**src/rtl/hazard_if.sv**
```systemverilog
// Hazard-sequencer signal bundle: ID/EX register info, branch and data-memory
// status in, pipeline enable/flush/bubble/freeze controls out.
interface hazard_if;
  logic [3:0] id_rn;
  logic [3:0] id_rm;
  logic [3:0] id_rs;
  logic       id_rn_used;
  logic       id_rm_used;
  logic       id_rs_used;
  logic [3:0] ex_rd;
  logic       ex_reg_write;
  logic       ex_mem_read;
  logic       branch_taken;
  logic       mem_req;
  logic       mem_ack;
  logic       pc_enable;
  logic       if_id_enable;
  logic       if_id_flush;
  logic       cu_nop_select;
  logic       pipe_freeze;

  modport master (
    output id_rn, id_rm, id_rs, id_rn_used, id_rm_used, id_rs_used,
    output ex_rd, ex_reg_write, ex_mem_read, branch_taken, mem_req, mem_ack,
    input  pc_enable, if_id_enable, if_id_flush, cu_nop_select, pipe_freeze
  );

  modport slave (
    input  id_rn, id_rm, id_rs, id_rn_used, id_rm_used, id_rs_used,
    input  ex_rd, ex_reg_write, ex_mem_read, branch_taken, mem_req, mem_ack,
    output pc_enable, if_id_enable, if_id_flush, cu_nop_select, pipe_freeze
  );
endinterface

```
**src/rtl/hazard_controller.sv**
```systemverilog
// Load-use / memory-wait hazard sequencer for the five-stage core; all control
// outputs are combinational, only state, bubble count and stall counter are flops.
//
// state    | meaning
// RUN      | normal flow; detects load-use hazards, memory stalls and taken branches
// LU_STALL | remaining load-use bubbles are being inserted (bub_q left after this one)
// MEM_WAIT | pipeline frozen until data memory acknowledges
module hazard_controller #(
  parameter int unsigned LOAD_STALL_CYCLES = 1,
  parameter int unsigned CNT_W             = 16
) (
  input  logic             clk,
  input  logic             rst_n,
  hazard_if.slave          hz,
  output logic [CNT_W-1:0] stall_cycles
);

  typedef enum logic [1:0] {RUN, LU_STALL, MEM_WAIT} state_e;

  localparam logic [2:0] BUB_INIT = 3'(LOAD_STALL_CYCLES - 1);

  state_e           state_q, state_d;
  logic [2:0]       bub_q, bub_d;
  logic [CNT_W-1:0] cnt_q, cnt_d;

  logic hazard, mem_stall, run_rules;
  logic pc_en, ifid_en, flush, nop_sel, freeze;

  assign hazard = hz.ex_mem_read & hz.ex_reg_write &
                  ((hz.id_rn_used & (hz.id_rn == hz.ex_rd)) |
                   (hz.id_rm_used & (hz.id_rm == hz.ex_rd)) |
                   (hz.id_rs_used & (hz.id_rs == hz.ex_rd)));
  assign mem_stall = hz.mem_req & ~hz.mem_ack;

  always_comb begin
    state_d   = state_q;
    bub_d     = bub_q;
    pc_en     = 1'b1;
    ifid_en   = 1'b1;
    flush     = 1'b0;
    nop_sel   = 1'b0;
    freeze    = 1'b0;
    run_rules = 1'b0;

    case (state_q)
      RUN: run_rules = 1'b1;
      LU_STALL: begin
        if (mem_stall) begin
          freeze  = 1'b1;
          pc_en   = 1'b0;
          ifid_en = 1'b0;
          state_d = MEM_WAIT;
        end else begin
          nop_sel = 1'b1;
          pc_en   = 1'b0;
          ifid_en = 1'b0;
          bub_d   = bub_q - 3'd1;
          if (bub_q == 3'd1) state_d = RUN;
        end
      end
      MEM_WAIT: begin
        if (!hz.mem_ack) begin
          freeze  = 1'b1;
          pc_en   = 1'b0;
          ifid_en = 1'b0;
        end else if (bub_q != 3'd0) begin
          // ack cycle consumes one of the bubbles still owed
          nop_sel = 1'b1;
          pc_en   = 1'b0;
          ifid_en = 1'b0;
          bub_d   = bub_q - 3'd1;
          state_d = (bub_q == 3'd1) ? RUN : LU_STALL;
        end else begin
          state_d   = RUN;
          run_rules = 1'b1;
        end
      end
      default: state_d = RUN;
    endcase

    if (run_rules) begin
      if (mem_stall) begin
        freeze  = 1'b1;
        pc_en   = 1'b0;
        ifid_en = 1'b0;
        state_d = MEM_WAIT;
      end else if (hazard) begin
        nop_sel = 1'b1;
        pc_en   = 1'b0;
        ifid_en = 1'b0;
        if (LOAD_STALL_CYCLES > 1) begin
          bub_d   = BUB_INIT;
          state_d = LU_STALL;
        end
      end else if (hz.branch_taken) begin
        flush = 1'b1;
      end
    end

    if (!rst_n) begin
      pc_en   = 1'b0;
      ifid_en = 1'b0;
      flush   = 1'b0;
      nop_sel = 1'b1;
      freeze  = 1'b0;
    end

    cnt_d = cnt_q;
    if ((nop_sel | freeze) && (cnt_q != {CNT_W{1'b1}})) cnt_d = cnt_q + CNT_W'(1);
  end

  always_ff @(posedge clk or negedge rst_n) begin
    if (!rst_n) begin
      state_q <= RUN;
      bub_q   <= 3'd0;
      cnt_q   <= '0;
    end else begin
      state_q <= state_d;
      bub_q   <= bub_d;
      cnt_q   <= cnt_d;
    end
  end

  assign hz.pc_enable     = pc_en;
  assign hz.if_id_enable  = ifid_en;
  assign hz.if_id_flush   = flush;
  assign hz.cu_nop_select = nop_sel;
  assign hz.pipe_freeze   = freeze;
  assign stall_cycles     = cnt_q;

endmodule
```
**src/flat_wrapper.sv**
```systemverilog
// flat-port wrapper written by rule: the top's interface ports become plain ports
module hazard_controller_flat 
#(
  parameter int unsigned LOAD_STALL_CYCLES = 1,
  parameter int unsigned CNT_W             = 16
)
  (clk, rst_n, stall_cycles, hz_id_rn, hz_id_rm, hz_id_rs, hz_id_rn_used, hz_id_rm_used, hz_id_rs_used, hz_ex_rd, hz_ex_reg_write, hz_ex_mem_read, hz_branch_taken, hz_mem_req, hz_mem_ack, hz_pc_enable, hz_if_id_enable, hz_if_id_flush, hz_cu_nop_select, hz_pipe_freeze);
  hazard_if hz_i ();
  input  logic clk;
  input  logic rst_n;
  output logic [CNT_W-1:0] stall_cycles;
  input wire logic [$bits(hz_i.id_rn)-1:0] hz_id_rn;
  input wire logic [$bits(hz_i.id_rm)-1:0] hz_id_rm;
  input wire logic [$bits(hz_i.id_rs)-1:0] hz_id_rs;
  input wire logic [$bits(hz_i.id_rn_used)-1:0] hz_id_rn_used;
  input wire logic [$bits(hz_i.id_rm_used)-1:0] hz_id_rm_used;
  input wire logic [$bits(hz_i.id_rs_used)-1:0] hz_id_rs_used;
  input wire logic [$bits(hz_i.ex_rd)-1:0] hz_ex_rd;
  input wire logic [$bits(hz_i.ex_reg_write)-1:0] hz_ex_reg_write;
  input wire logic [$bits(hz_i.ex_mem_read)-1:0] hz_ex_mem_read;
  input wire logic [$bits(hz_i.branch_taken)-1:0] hz_branch_taken;
  input wire logic [$bits(hz_i.mem_req)-1:0] hz_mem_req;
  input wire logic [$bits(hz_i.mem_ack)-1:0] hz_mem_ack;
  output wire logic [$bits(hz_i.pc_enable)-1:0] hz_pc_enable;
  output wire logic [$bits(hz_i.if_id_enable)-1:0] hz_if_id_enable;
  output wire logic [$bits(hz_i.if_id_flush)-1:0] hz_if_id_flush;
  output wire logic [$bits(hz_i.cu_nop_select)-1:0] hz_cu_nop_select;
  output wire logic [$bits(hz_i.pipe_freeze)-1:0] hz_pipe_freeze;
  assign hz_i.id_rn = hz_id_rn;
  assign hz_i.id_rm = hz_id_rm;
  assign hz_i.id_rs = hz_id_rs;
  assign hz_i.id_rn_used = hz_id_rn_used;
  assign hz_i.id_rm_used = hz_id_rm_used;
  assign hz_i.id_rs_used = hz_id_rs_used;
  assign hz_i.ex_rd = hz_ex_rd;
  assign hz_i.ex_reg_write = hz_ex_reg_write;
  assign hz_i.ex_mem_read = hz_ex_mem_read;
  assign hz_i.branch_taken = hz_branch_taken;
  assign hz_i.mem_req = hz_mem_req;
  assign hz_i.mem_ack = hz_mem_ack;
  assign hz_pc_enable = hz_i.pc_enable;
  assign hz_if_id_enable = hz_i.if_id_enable;
  assign hz_if_id_flush = hz_i.if_id_flush;
  assign hz_cu_nop_select = hz_i.cu_nop_select;
  assign hz_pipe_freeze = hz_i.pipe_freeze;
  hazard_controller #(.LOAD_STALL_CYCLES(LOAD_STALL_CYCLES), .CNT_W(CNT_W)) u_core (.clk(clk), .rst_n(rst_n), .hz(hz_i), .stall_cycles(stall_cycles));
endmodule
```
**config.mk**
```make
export PLATFORM = sky130hd
export DESIGN_NAME = hazard_controller_flat
export DESIGN_NICKNAME = d
export VERILOG_FILES = /design/src/rtl/hazard_if.sv /design/src/rtl/hazard_controller.sv /design/src/flat_wrapper.sv
export SDC_FILE = /design/constraint.sdc
export NUM_CORES = 1
export LEC_CHECK = 0
export CAP_MARGIN = 5
export CORE_MARGIN = 2
export CORE_UTILIZATION = 45
export DETAILED_ROUTE_END_ITERATION = 8
export PLACE_DENSITY_LB_ADDON = 0.05
export SKIP_CTS_REPAIR_TIMING = 1
export SYNTH_ARGS = -nofsm -noshare
export SYNTH_HDL_FRONTEND = slang
export SYNTH_SLANG_ARGS = --single-unit
```
**constraint.sdc**
```tcl
create_clock -name clk -period 2.6 [get_ports clk]
set_clock_uncertainty 0.2 [all_clocks]
set_input_delay 0.52 -clock clk [delete_from_list [all_inputs] [get_ports clk]]
set_output_delay 0.52 -clock clk [all_outputs]
set_load 0.005 [all_outputs]
```
==> flow_metrics.tcl <==
set metrics [dict create \
    status "finished with violations" \
    violations "DRC, setup timing" \
    layout_setup_ws_ns -0.0830 \
    top_level_ports 47 \
    dr.pass1.iters 7 \
    placed_cell_area_um2 1960 \
    path_clk_slew_ns 0.12 \
    antenna_left 0 \
    fin_nets 246 \
    crit_family "simple AND/OR/NAND/NOR gates" \
    diodes 0 \
    powerDensity_nw_per_um2 696 \
    maxSlewHeadroom_pct 70.7 \
    start_kind "register" \
    fin_crit_sh_pct 103 \
    yosysSeqAreaShare_pct 39.0 \
    final_hold_viol_count 0 \
    wl_um 3710 \
    grt_pass1_wl_um 5520 \
    grt_remaining_overflow 0 \
    numCtsBuffers 3 \
    path_max_fanout 2 \
    worstHoldPathCells 1 \
    critPathRequiredTime_ns 1.88 \
    power.static_leakage_nw 1.08 \
    cp.depth 7 \
    dp_hpwl_um 2640 \
    period_needed_ns 2.68 \
    die_w_um 58.7 \
    dieArea_um2 3450 \
    synth_fp_nets 174 \
    grtUsageTotal_pct 20.6 \
    initial_core_util_pct 48.0 \
    whs_ns 0.308 \
    antenna_found_initial 0 \
    route.detailed.drc 5 \
    rows 19 \
    multi_input_area_um2 855 \
    syn_inst 140 \
    wl_per_cell_um 15.3 \
    chipHeight_um 58.7 \
    worst-path-buf-inv 1 \
    cpPeakStageDelay_ns 0.42 \
    fmax_ghz 0.373 \
    max_cap_violations 0 \
    synth_area_per_cell_um2 9.62 \
    place_ws_ns -0.577 \
    tightest_slew_ns 0.438 \
    clockBufferDepth 2 \
    busiest_layer "met2" \
    cts_root_buf "clkbuf_4" \
    reg2reg_depth 8 \
    critical_path_class "register to primary output" \
    regArea_um2 526 \
    via_per_inst 5.37 \
    cp-end-kind "primary output" \
    maxSlewViolCount 0 \
    drive_gt1_share_pct 22.3 \
    fin_area_um2 2140 \
    cts_num_sinks 21 \
    cts_tree "yes" \
    peakVddDrop_v 0.000512 \
    utilization_pct 76.4 \
    setup_viol 1 \
    grt_pass1_vias 1255 \
    rsz0062_at_grt "yes" \
    syn_area_um2 1350 \
    synth_cell_type_count 33 \
    synthToLayoutAreaGrowth_pct 59.2 \
    reg2reg_slack_ns 0.24 \
    arrival_ns 1.96 \
    hp-class "register to register" \
    crit_slowest_cell "dfrtp_1" \
    cts_max_level 1 \
    path_cells "ha_2 > and4b_2 > o21a_1 > and3_1 > o21a_1 > or2_4 > buf_6" \
    grt_use_met2_pct 34.2 \
    grt_util_met3_pct 3.52 \
    core_area_um2 2810 \
    cp_common_cell "o21a_1" \
    grt_start_max_net_pins 17 \
    use_met1_pct 27.3 \
    synth.top_cell.area_share_pct 39.0 \
    fill_cells 196 \
    clk_latency_ns 0.31 \
    synthTopCellsByArea "dfrtp_1 39%, xnor2_1 16%, ha_1 7.4%" \
    drt-initial-drc-count 41 \
    synth-seq-cells 21 \
    gp_congestion 0.854 \
    yosys_warnings 0 \
    dr_total_vias 1299 \
    io_buffer_count 46 \
    yosys.area.top_type "dfrtp_1" \
]
## report_power, final
part	internal [mW]	leakage, nW	total (mW)	switching, mW
Combinational	0.460	0.788	0.823	0.363
Sequential	0.416	0.271	0.513	0.0967
Clock	0.0575	0.0177	0.156	0.0980
Total	0.934	1.08	1.49	0.558
## worst paths after layout
kind	from	end
setup / recovery	u_core.state_q[1]$_DFF_PN0_	hz_cu_nop_select
hold / removal	u_core.bub_q[2]$_DFFE_PN0P_	u_core.bub_q[2]$_DFFE_PN0P_
setup reg to reg	u_core.state_q[1]$_DFF_PN0_	u_core.stall_cycles[1]$_DFFE_PN0P_
hold reg to reg	u_core.bub_q[2]$_DFFE_PN0P_	u_core.bub_q[2]$_DFFE_PN0P_
max in group asynchronous	rst_n	u_core.state_q[0]$_DFF_PN0_
min in group asynchronous	rst_n	u_core.bub_q[0]$_DFFE_PN0P_
## cells by family (layout without fill, tap and decap cells)
| group | after synthesis | in the layout | synth area share, % |
|---|---|---|---|
| flops | 21 | 21 | 39.0 |
| fa+ha+maj | 8 | 8 | 7.44 |
| mux | 1 | 1 | 0.836 |
| xor+xnor | 29 | 29 | 18.9 |
| compound gates | 18 | 18 | 9.02 |
| buf+inv | 8 | 79 | 3.07 |
| simple gates | 55 | 55 | 21.7 |
## per-stage QoR
step                      cells  TNS [ns]  total power, mW
after CTS                   237     -2.43             1.43
final                       242   -0.0830             1.49
after global placement      233     -3.25             1.23
after detailed placement    233     -4.25             1.26
after global routing        242    -0.238             1.62
after floorplan             140         0            0.900
## synth_stat cells
| master | n |
|---|---|
| o211ai_1 | 1 |
| and4b_1 | 1 |
| dfrtp_1 | 21 |
| inv_1 | 6 |
| ha_1 | 8 |
| o21ai_0 | 3 |
| o22a_4 | 1 |
| nand3b_1 | 1 |
| and4_1 | 2 |
| o22ai_1 | 1 |
| nand3_1 | 12 |
| buf_6 | 1 |
| nor2_1 | 5 |
| nor2b_1 | 1 |
| xor2_1 | 4 |
| o31ai_1 | 1 |
| and3_1 | 4 |
| or2_1 | 1 |
| a221oi_1 | 1 |
| nor4_1 | 1 |
| buf_4 | 1 |
| nand2b_1 | 3 |
| and2_2 | 1 |
| o21a_1 | 2 |
| or2_2 | 1 |
| nand2_1 | 14 |
| mux2_2 | 1 |
| xnor2_1 | 25 |
| and2_1 | 1 |
| a21oi_1 | 6 |
| nand4_1 | 7 |
| a31oi_1 | 1 |
| a22oi_1 | 1 |
## placed cells by master (no fill, tap or decap), types with 2 or more instances in the layout
cell type,count
inv_1,5
ha_1,5
nand3_1,12
dlymetal6s2s_1,20
clkdlybuf4s50_1,23
clkbuf_4,3
and3_1,4
dfrtp_1,21
a21oi_2,2
o21a_1,2
nand4_1,7
ha_2,2
nand2_1,13
xnor2_1,25
xor2_2,3
buf_4,23
and4_1,2
o21ai_0,3
nand2b_1,3
nor2_1,5
a21oi_1,4
## state kept, by name (all words and copies together), names as in the netlist
| signal | flops |
|---|---|
| u_core.bub_q | 3 |
| u_core.stall_cycles | 16 |
| u_core.state_q | 2 |
## layer usage
| metal | routed length (um) | vias up |
|---|---|---|
| li1 | - | 626 |
| met5 | 0 | - |
| met2 | 1960 | 53 |
| met3 | 262 | 7 |
| met1 | 1420 | 613 |
| met4 | 69 | 0 |
## layout make-up
type / count / share of cell area [%]
Clock buffer: 3 / 1.05
Clock inverter: 1 / 0.234
Inverter: 6 / 1.05
Multi-Input combinational cell: 111 / 39.9
Sequential cell: 21 / 24.5
Tap cell: 31 / 1.81
Timing Repair Buffer: 69 / 31.5
## worst reg2reg max path, delay by kind of cell, from the launching register on
| family | cells | cell delay [ns] |
|---|---|---|
| AOI/OAI and AO/OA | 2 | 0.53 |
| adders and majority gates | 1 | 0.35 |
| buffers and inverters | 3 | 0.25 |
| DFF | 1 | 0.40 |
| muxes | 1 | 0.36 |
| and+or+nand+nor | 1 | 0.17 |
No activity file was read; power rests on OpenSTA's default activity.
